[src/rtl/input_debouncer.sv]
// input_debouncer: per-channel synchronizer, stability counter, registered
// debounced level and single-cycle rise/fall pulses for bouncing board inputs.
//
// Each channel's state is carried by its counter alone:
//   STABLE   : synchronized value equals o_level, counter held at 0
//   COUNTING : values differ, counter advances once per cycle
//   COMMIT   : values differ and the counter has reached DEBOUNCE_CYCLES-1;
//              o_level takes the synchronized value and one pulse is emitted
// o_busy exposes STABLE versus COUNTING/COMMIT for every channel.
module input_debouncer #(
  parameter int unsigned WIDTH           = 1,
  parameter int unsigned SYNC_STAGES     = 2,
  parameter int unsigned DEBOUNCE_CYCLES = 500000,
  parameter logic        RESET_LEVEL     = 1'b0
) (
  input  logic             i_clk,
  input  logic             i_rst,
  input  logic [WIDTH-1:0] i_raw,
  output logic [WIDTH-1:0] o_level,
  output logic [WIDTH-1:0] o_rise,
  output logic [WIDTH-1:0] o_fall,
  output logic [WIDTH-1:0] o_busy
);

  localparam int unsigned     CW       = $clog2(DEBOUNCE_CYCLES + 1);
  localparam logic [CW-1:0]   CNT_LAST = CW'(DEBOUNCE_CYCLES - 1);
  localparam logic [CW-1:0]   CNT_ONE  = CW'(1);

  // Synchronizer chain: stage 0 samples the raw pins, last stage is s.
  logic [WIDTH-1:0] sync_q [SYNC_STAGES];
  logic [WIDTH-1:0] sync_s;

  logic [WIDTH-1:0] level_q, level_d;
  logic [WIDTH-1:0] rise_q, rise_d;
  logic [WIDTH-1:0] fall_q, fall_d;
  logic [CW-1:0]    cnt_q [WIDTH];
  logic [CW-1:0]    cnt_d [WIDTH];

  assign sync_s = sync_q[SYNC_STAGES-1];

  // Shift the raw inputs through the synchronizer chain.
  always_ff @(posedge i_clk) begin
    if (i_rst) begin
      for (int i = 0; i < SYNC_STAGES; i++) begin
        sync_q[i] <= {WIDTH{RESET_LEVEL}};
      end
    end else begin
      sync_q[0] <= i_raw;
      for (int i = 1; i < SYNC_STAGES; i++) begin
        sync_q[i] <= sync_q[i-1];
      end
    end
  end

  // Per-channel next state: count disagreement, commit on the last count,
  // clear the counter whenever the synchronized value agrees again.
  always_comb begin
    level_d = level_q;
    rise_d  = '0;
    fall_d  = '0;
    for (int k = 0; k < WIDTH; k++) begin
      cnt_d[k] = '0;
      if (sync_s[k] != level_q[k]) begin
        if (cnt_q[k] == CNT_LAST) begin
          level_d[k] = sync_s[k];
          rise_d[k]  = sync_s[k];
          fall_d[k]  = ~sync_s[k];
        end else begin
          cnt_d[k] = cnt_q[k] + CNT_ONE;
        end
      end
    end
  end

  // Register level, pulses and counters; reset discards any progress.
  always_ff @(posedge i_clk) begin
    if (i_rst) begin
      level_q <= {WIDTH{RESET_LEVEL}};
      rise_q  <= '0;
      fall_q  <= '0;
      for (int k = 0; k < WIDTH; k++) begin
        cnt_q[k] <= '0;
      end
    end else begin
      level_q <= level_d;
      rise_q  <= rise_d;
      fall_q  <= fall_d;
      for (int k = 0; k < WIDTH; k++) begin
        cnt_q[k] <= cnt_d[k];
      end
    end
  end

  assign o_level = level_q;
  assign o_rise  = rise_q;
  assign o_fall  = fall_q;
  // Busy is combinational so it shows the very cycle a disagreement appears.
  assign o_busy  = sync_s ^ level_q;

endmodule

[config.mk]
export PLATFORM = sky130hd
export DESIGN_NAME = input_debouncer
export DESIGN_NICKNAME = d
export VERILOG_FILES = /design/src/rtl/input_debouncer.sv
export SDC_FILE = /design/constraint.sdc
export NUM_CORES = 1
export LEC_CHECK = 0
export BUFFER_PORTS_ARGS = -buffer_cell sky130_fd_sc_hd__buf_2
export CAP_MARGIN = 20
export CELL_PAD_IN_SITES_DETAIL_PLACEMENT = 1
export CELL_PAD_IN_SITES_GLOBAL_PLACEMENT = 1
export CORE_AREA = 2 2 53 55
export DETAILED_ROUTE_END_ITERATION = 6
export DIE_AREA = 0 0 55 57
export PLACE_DENSITY = 0.76
export SKIP_CTS_REPAIR_TIMING = 1
export SLEW_MARGIN = 10
export SYNTH_ARGS = -nofsm -noshare
export SYNTH_HDL_FRONTEND = slang
export SYNTH_SLANG_ARGS = --single-unit
[constraint.sdc]
create_clock -name i_clk -period 1.9 [get_ports i_clk]
set_input_delay 0.095 -clock i_clk [delete_from_list [all_inputs] [get_ports i_clk]]
set_output_delay 0.095 -clock i_clk [all_outputs]
set_load 0.05 [all_outputs]
After elaboration in Yosys (flattened, before gate mapping)
Memory sizes are Yosys's and may differ from the RTL's. Index checks and enable logic that the tools add are counted.

Register bits: 3. RAM bits: 21. Output and inout port bits: 4. Word-level logic and storage cells: 26. Memories kept: 2.

Add/sub/neg operators: 1. Equality and inequality tests: 2. Multiplexer cells: 9. Bitwise logic cells: 6. Reduce and logical (&&, ||, !) cells: 3.

Memory list: cnt_q (words 1, width 19, read ports 1, clocked after Yosys merged registers in 0, wr ports 1, line 36) `logic [CW-1:0] cnt_q [WIDTH];`; sync_q (words 2, width 1, read ports 2, clocked after Yosys merged registers in 0, wr ports 2, line 30) `logic [WIDTH-1:0] sync_q [SYNC_STAGES];`.

Operators with widths (number): $mux 19 (3); $add 19x1->19 const B (1); $eq 19x19->1 const B (1); $reduce_or 19->1 (1); $mux 1 (6); $not 1->1 (3); $reduce_or 3->1 (1); $or 1x1->1 (2); $reduce_and 2->1 (1); $ne 1x1->1 (1); $xor 1x1->1 (1).

Longest topological paths before layout
Gate-level depths: netlist of the first run.

Depth after elaboration: 4. Gate-level depth with buffers: 7. Mapped depth without buffers: 5.

Least setup slack after synthesis of the first run
No wires, ideal clock.

Kind: register to register. From: reg level_q (netlist: o_level). To: mem cnt_q[0][5] in the netlist's numbering. Setup time: 0.064 ns. Arrival time: 2.164 ns. Data required time: 1.836 ns. Path slack: -0.328 ns. Cell stages (with the launch flop): 6. Buffers on the path: 1. Cells stage by stage: dfxtp_1 > xor2_1 > nor2b_1 > o21ai_2 > buf_4 > nor2_1.

Word-level cells in the longest chain between the ends: 3.

RTL lines: from (decl) (line 33) `logic [WIDTH-1:0] level_q, level_d;`; from (signal assigned) (line 78) `level_q <= {WIDTH{RESET_LEVEL}};`; from (signal assigned) (line 85) `level_q <= level_d;`; $ne 1x1->1 (line 63) `if (sync_s[k] != level_q[k]) begin`; $mux 19 (line 63); $mux 19 (no source line); to (decl) (line 36).

Every way passes these cells.

==> results of run 1 <==
[layout by cell type (no fill, tap or decap), drive strengths merged]
cell,instances
ha,1
and4,3
xor2,10
buf,9
nor4bb,1
dfxtp,24
or4b,1
dlygate4sd3,1
inv,2
a21oi,7
nand2,5
or4,1
clkbuf,4
nand3,10
nand2b,1
o21ai,7
nand4,4
nor2b,3
xnor2,2
nor4,2
nor2,14
or3,4
and2,1
o31ai,1
and3,7
[power breakdown]
part           switching (mW)  internal (mW)  total (mW)
clock network           0.154          0.117       0.271
logic                  0.0108        0.00887      0.0196
registers             0.00283          0.506       0.509
total                   0.168          0.632       0.799
[through the flow]
step	power [mW]	hold WS (ns)	instances
floorplan	0.530	0.164	113
global route	0.829	0.0236	156
detailed placement	0.538	0.322	151
global placement	0.538	0.304	151
CTS	0.807	-0.0257	155
finish	0.799	-0.00498	156
[cell families (layout without fill, tap and decap cells)]
kind of cell / after synthesis / after routing / synth area share, %
DFF: 24 / 24 / 45.2
adders and majority gates: 1 / 1 / 1.18
and+or+nand+nor: 57 / 57 / 33.6
xor gates and xnor gates: 12 / 12 / 9.89
AOI/OAI and AO/OA: 15 / 15 / 8.01
buffers and inverters: 4 / 16 / 2.12
[worst paths after layout]
check        cells past startpoint           end  slack, ns
max                              5  cnt_q[0][16]       0.18
min                              2  sync_q[0][0]     -0.005
max reg2reg                      5  cnt_q[0][16]       0.18
min reg2reg                      1   cnt_q[0][0]       0.46
[area by class of cell]
cell class,count,area (um2),share of cell area (%)
multi-input cells,85,582,47.6
repair buffers,10,75.1,6.14
clock buffers,4,36.3,2.97
inverters,2,7.51,0.614
flip-flops and latches,24,483,39.5
well taps,31,38.8,3.17
[routing by layer]
metal | vias to the layer above | GRT usage (%) | routed length [um]
li1 | 426 | - | -
met5 | - | 0 | 0
met4 | 0 | 6.62 | 18
met1 | 418 | 20.9 | 1090
met2 | 8 | 29.9 | 1110
met3 | 2 | 2.36 | 46
[sequential cells by signal, indices dropped and copies added, names as in the netlist]
name and count:
cnt_q 19, sync_q 2, o_fall 1, o_level 1, o_rise 1
[worst max-delay path, cell delays in order (launching register included)]
cell                      delay, ns
sky130_fd_sc_hd__dfxtp_2       0.39
sky130_fd_sc_hd__ha_2          0.21
sky130_fd_sc_hd__and4_2        0.29
sky130_fd_sc_hd__nand4_4       0.14
sky130_fd_sc_hd__or4b_1        0.48
sky130_fd_sc_hd__a21oi_1       0.15
==> results by stage, run 1 <==
Clock network:
- The number of clock buffers inserted by TritonCTS is 3.
- The TritonCTS clock tree is yes.
- The maximum root-to-sink buffer count is 2.
- The clock insertion delay at the later pin of the skew report is 0.31 ns.
- Clock tree synthesis found a total of 24 sinks.
- After clock tree synthesis, the clock-pin slew on the worst setup and hold paths is 0.13 ns.
- CTS built an H-tree with a depth of 1.
- The tree is rooted in a sky130_fd_sc_hd__clkbuf_4.

Timing:
- Timing would allow up to 580 MHz.
- The count of endpoints failing setup in the final report is 0.
- The post-route worst hold slack is -0.00498 ns.
- The total count of max-transition violations in the final report is 0.
- The final-report hold violation count came to 1.
- Across the routed clock network, the largest skew measured is 0.00496 ns.
- The headroom to the max-slew limit is 72.9%.
- Setup repair after global routing left no endpoint under its margin.
- The final cycle utilization of the critical path is 90.8%.
- Counting I/O delays and the setup requirement, the final critical path takes 1.72 ns.
- The slew of the pin with the lowest slew margin is 0.401 ns.
- The minimum setup slack in the final design is 0.175 ns.
- Setup total negative slack on the finished layout was measured at 0 ns.

Floorplan:
- Pin placement for this block handled 7 I/O pins.
- The total die area is 3140 um2.
- The die is 55 um wide.
- The floorplan step set the die height to 57 um.
- For this configuration, the core starts out at a cell density of 40.6%.
- The initialized floorplan defines 19 standard-cell rows.
- The area of the placeable core is 2620 um2.

Critical path:
- The worst setup path is of the flop to flop kind.
- The critical path capture point type is a flop.
- The arrival time at the worst endpoint is 1.98 ns.
- The start of the worst register-to-register path is cnt_q[0][0].
- The nature of the critical path startpoint is a flop.
- The critical-path maximum fanout is 7.
- The most critical setup path has its startpoint at cnt_q[0][0].
- The critical path data required time is 2.15 ns.

Detailed routing:
- The initial DRC count is 17.
- The final route contains 854 vias.
- The number of antenna-violating nets in the routed design is 0.
- After detailed routing, the number of remaining DRC violations is 0.
- The number of iterations in the first detailed-routing pass is 4.
- Summed over all layers, the routed wires come to 2270 um.
- The average routed wire per standard cell is 14.5 um.
- After detailed routing, the number of vias per cell comes to 5.47.

Logic synthesis:
- The async set-or-reset flop fraction in the synthesized netlist is 0%.
- The distinct cell type count of the synthesized netlist is 29.
- The most frequent cell after synthesis is sky130_fd_sc_hd__dfxtp_1.
- Of the post-synthesis cell area, the dominant cell type holds 45.2%.
- The area of the mapped netlist is 1060 um2.
- The most area-hungry cell type in the Yosys netlist is sky130_fd_sc_hd__dfxtp_1.
- After synthesis, the most frequently instantiated cells are 24 x sky130_fd_sc_hd__dfxtp_1, 14 x sky130_fd_sc_hd__nor2_1, 10 x sky130_fd_sc_hd__nand3_1, 10 x sky130_fd_sc_hd__xor2_1.
- For this run, the number of Yosys warnings is 0.
- The post-synthesis net count is 117.
- Ranked by total cell area, the synthesized netlist is headed by sky130_fd_sc_hd__dfxtp_1 45%, sky130_fd_sc_hd__xor2_1 8.2%, sky130_fd_sc_hd__nor2_1 4.9%.
- Yosys mapped a number of flops with a built-in enable equal to 0.
- The flop and latch count out of synthesis is 24.
- The synthesized netlist cell count is 113.
- The synthesized area per cell is 9.40 um2.
- Of the synthesized area, sequential elements account for 45.2%.
- In the synthesized netlist the dominant register cell turns out to be sky130_fd_sc_hd__dfxtp_1.

Cells and area:
- The antenna diode instance count is 0.
- Counting the fill cells in the layout gives 316.
- Once layout is complete, the utilization of the core stands at 46.7%.
- The layout cell share with drive strength beyond 1 is 21.6%.
- The final design area excluding fillers is 1220 um2.
- The number of nets in the finished design is 130.
- Compared with the post-synthesis result, the final layout area differs by 15.1%.

Power:
- The power density over the cells is 654 nW/um2.
- Summed over all cells, the static leakage comes to 0.445 nW.
- Across the VDD grid, the largest voltage drop is 0.392 mV.

Global routing:
- The sum of overflow across all layers after global routing is 0.
- The number of global-route vias before repair is 907.
- The first global-routing pass estimated 4050 um of wire.
- The initial antenna violation count came to 0.
- The total routing resource utilization after global routing is 17.3%.
- Entering global routing, the biggest net connects 19 pins.

Hold path:
- The class of the tightest hold or removal check is primary input to flop.
- The launch point of the worst hold path is i_raw.

Outcome:
- The run finished, with violations left.
- The checks that failed: hold timing.

Run:
- The total of max-cap violations is 0.

Place:
- Summed over all nets, the half-perimeter wirelength after detailed placement is 1660 um.
- At the end of routability-driven placement, the weighted congestion stood at 0.722.
- The placed cell area is 1170 um2.
- Prior to clock tree synthesis, the placed netlist has a worst setup slack of 0.126 ns.
- The count of buffers added on input and output ports is 6.
(Power assumes the default switching activity.)
==> inputs of run 2 (changes only) <==
--- a/config.mk
+++ b/config.mk
@@ -9,10 +9,10 @@
 export CAP_MARGIN = 20
 export CELL_PAD_IN_SITES_DETAIL_PLACEMENT = 1
 export CELL_PAD_IN_SITES_GLOBAL_PLACEMENT = 1
-export CORE_AREA = 2 2 53 55
+export CORE_AREA = 2 2 51 53
 export DETAILED_ROUTE_END_ITERATION = 6
-export DIE_AREA = 0 0 55 57
-export PLACE_DENSITY = 0.76
+export DIE_AREA = 0 0 53 55
+export PLACE_DENSITY = 0.81
 export SKIP_CTS_REPAIR_TIMING = 1
 export SLEW_MARGIN = 10
 export SYNTH_ARGS = -nofsm -noshare
==> constraint.sdc (replaced) <==
create_clock -name i_clk -period 2 [get_ports i_clk]
set_input_delay 0.1 -clock i_clk [delete_from_list [all_inputs] [get_ports i_clk]]
set_output_delay 0.1 -clock i_clk [all_outputs]
set_load 0.05 [all_outputs]
==> results by stage, run 2 (synthesis gave the netlist of run 1 again) <==
Outcome:
- The flow ran to the end, but the final reports show violations.
- The final reports fail on hold timing.

Timing:
- The largest clock skew in the final design is 0.000985 ns (-0.00397 ns).
- The headroom to the max-slew limit is 74.4% (+1.5 points).
- The final-report hold violation count was 1 (unchanged).
- The count of endpoints failing setup in the final report is 0 (unchanged).
- The shortest clock period the worst path allows after layout is 1.81 ns (+0.0849 ns).
- The total count of max-transition violations in the final report was 0 (unchanged).
- Setup repair after global routing left no endpoint under its margin.
- The final cycle utilization of the critical path was 90.5% (-0.30 points).
- The post-route worst hold slack is -0.00384 ns (+0.00114 ns).
- The final total negative setup slack was 0 ns (unchanged).
- The maximum clock frequency is 553 MHz (-4.7%).
- The slew of the pin with the lowest slew margin is 0.379 ns (-0.0221 ns).

Cells and area:
- Leaving out fill and tap cells, the most frequent cell in the layout is sky130_fd_sc_hd__dfxtp_1.
- From synthesis to final layout, the design area changed by 11.0%.
- The layout cell share with drive strength beyond 1 is 17.9% (-3.7 points).
- The number of flip-flops in the largest register is 19 (unchanged).
- The largest register by flop count is cnt_q.
- The library cells used most frequently in the layout, excluding fill and tap cells, are 24 x sky130_fd_sc_hd__dfxtp_1, 14 x sky130_fd_sc_hd__nor2_1, 10 x sky130_fd_sc_hd__nand3_1.
- The number of nets in the finished design came to 128 (-1.5%).
- The sequential standard cell area is 480 um2 (-0.52%).
- The total of fill cells in the finished design came to 272 (-14%).
- The largest registers in the layout are cnt_q: 19 flops, sync_q: 2 flops.
- The antenna diode instance count is 0 (unchanged).
- The multi-input gate area in the final layout came to 569 um2 (-2.2%).

Clock network:
- The TritonCTS clock tree is yes.
- The clock slew at the register clock pins of the worst setup and hold paths is 0.13 ns (about the same).
- The number of clock buffers inserted by TritonCTS was 3 (unchanged).
- The clock sink count is 24 (unchanged).
- The clock insertion delay at the later pin of the skew report is 0.31 ns (about the same).
- The cell at the root of the clock tree is sky130_fd_sc_hd__clkbuf_4.
- The H-tree depth was 1 (unchanged).
- The maximum root-to-sink buffer count was 2 (unchanged).

Critical path:
- The worst setup path is captured at a flop.
- The critical-path maximum fanout was 7 (unchanged).
- The arrival time at the worst endpoint is 2.07 ns (+0.09 ns).
- The nature of the critical path startpoint is a flop.
- The critical path data required time is 2.26 ns (+0.11 ns).
- The worst setup path is of the flop to flop kind.

Global routing:
- The total routing resource utilization after global routing is 17.5% (+0.27 points).
- The sum of overflow across all layers after global routing is 0 (unchanged).
- The largest net degree at the start of global routing is 19 (unchanged).
- The number of global-route vias before repair came to 815 (-10%).
- The initial antenna violation count is 0 (unchanged).
- The global-route wire length before repair is 3640 um (-10%).

Detailed routing:
- The total vias in the final route is 843 (-1.3%).
- The number of iterations in the first detailed-routing pass was 4 (unchanged).
- The via count normalized by instance count was 5.51 (+0.65%).
- The DRC violation count after routing came to 0 (unchanged).
- The number of antenna-violating nets in the routed design is 0 (unchanged).
- The average routed wire per standard cell was 14.4 um (-1.0%).
- The total length of routed wires is 2200 um (-2.9%).
- The initial DRC count is 4 (-13).

Floorplan:
- The horizontal extent of the die came to 53 um (-3.6%).
- The area of the placeable core is 2360 um2 (-9.6%).
- The number of cell rows is 18 (-1).
- The die extent in y came to 55 um (-3.5%).
- The number of primary I/O pins is 7 (unchanged).
- The total die area is 2920 um2 (-7.0%).
- The initial core utilization was 44.9% (+4.3 points).

Power:
- The clock share of power came to 33.8% (about the same).
- The worst vdd rail ir drop is 0.398 mV (+1.5%).
- The power share of the combinational group was 2.2% (-0.3 points).
- The cell-internal power came to 0.599 mW (-5.3%).
- The switching component of the power is 0.156 mW (-7.0%).
- The sequential share of power came to 64.0% (+0.4 points).
- The fraction of power spent switching nets is 20.7% (-0.31 points).
- The total design power came to 0.754 mW (-5.6%).
- The power density over the cells came to 640 nW/um2 (-2.1%).
- The standby leakage power was 0.429 nW (-3.7%).

Place:
- The placer congestion estimate is 0.757 (+4.9%).
- The number of buffers added on ports is 6 (unchanged).
- The half-perimeter wire length of the detailed placement result is 1610 um (-2.9%).

Run:
- The total of max-cap violations is 0 (unchanged).

Hold path:
- The min-delay analysis places its worst path in the category primary input to flop.
run 2: path summary, 6_finish.rpt:
| kind | start | cells past startpoint | endpoint | slack, ns |
|---|---|---|---|---|
| max | cnt_q[0][0] | 5 | cnt_q[0][16] | 0.19 |
| min | i_raw | 2 | sync_q[0][0] | -0.004 |
| max reg2reg | cnt_q[0][0] | 5 | cnt_q[0][16] | 0.19 |
| min reg2reg | sync_q[0][0] | 1 | sync_q[0][1] | 0.46 |
run 2: area by class of cell:
class | count | share of cell area, %
multi-input combinational | 85 | 48.3
sequential | 24 | 40.8
timing repair buffer | 8 | 4.03
tap | 30 | 3.18
clock buffer | 4 | 3.08
inverter | 2 | 0.637
run 2: metal layers:
layer / global-route usage (%) / wire (um) / vias up
met1: 20.5 / 1000 / 408
met2: 31.5 / 1090 / 11
met5: 0 / 0 / -
met4: 8.97 / 44 / 0
met3: 2.42 / 58 / 5
li1: - / - / 419
run 2: power groups by stage:
| stage | clock network, mW | registers (mW) | logic [mW] |
|---|---|---|---|
| 2_1_floorplan | 0 | 0.493 | 0.00986 |
| 3_3_place_gp | 0 | 0.493 | 0.0149 |
| 3_5_place_dp | 0 | 0.493 | 0.0155 |
| 4_1_cts | 0.265 | 0.483 | 0.0155 |
| 5_1_grt | 0.291 | 0.483 | 0.0187 |
| 6_report | 0.255 | 0.483 | 0.0167 |
run 2: critical path, cell delays in order (launching register included):
cell	delay [ns]
sky130_fd_sc_hd__dfxtp_1	0.43
sky130_fd_sc_hd__ha_1	0.25
sky130_fd_sc_hd__and4_4	0.30
sky130_fd_sc_hd__nand4_4	0.14
sky130_fd_sc_hd__or4b_1	0.49
sky130_fd_sc_hd__a21oi_1	0.15
run 2: stage by stage:
step           cell area (um2)  hold WS [ns]  util, %  setup slack (ns)  instances
2_1_floorplan             1070         0.169        -            0.0574        113
5_1_grt                   1180       0.00170     49.8            0.0591        153
3_5_place_dp              1130         0.325     47.8             0.138        148
6_report                  1180      -0.00384     49.8             0.191        153
3_3_place_gp              1130         0.306     47.8             0.231        148
4_1_cts                   1170       -0.0250     49.3            0.0756        152
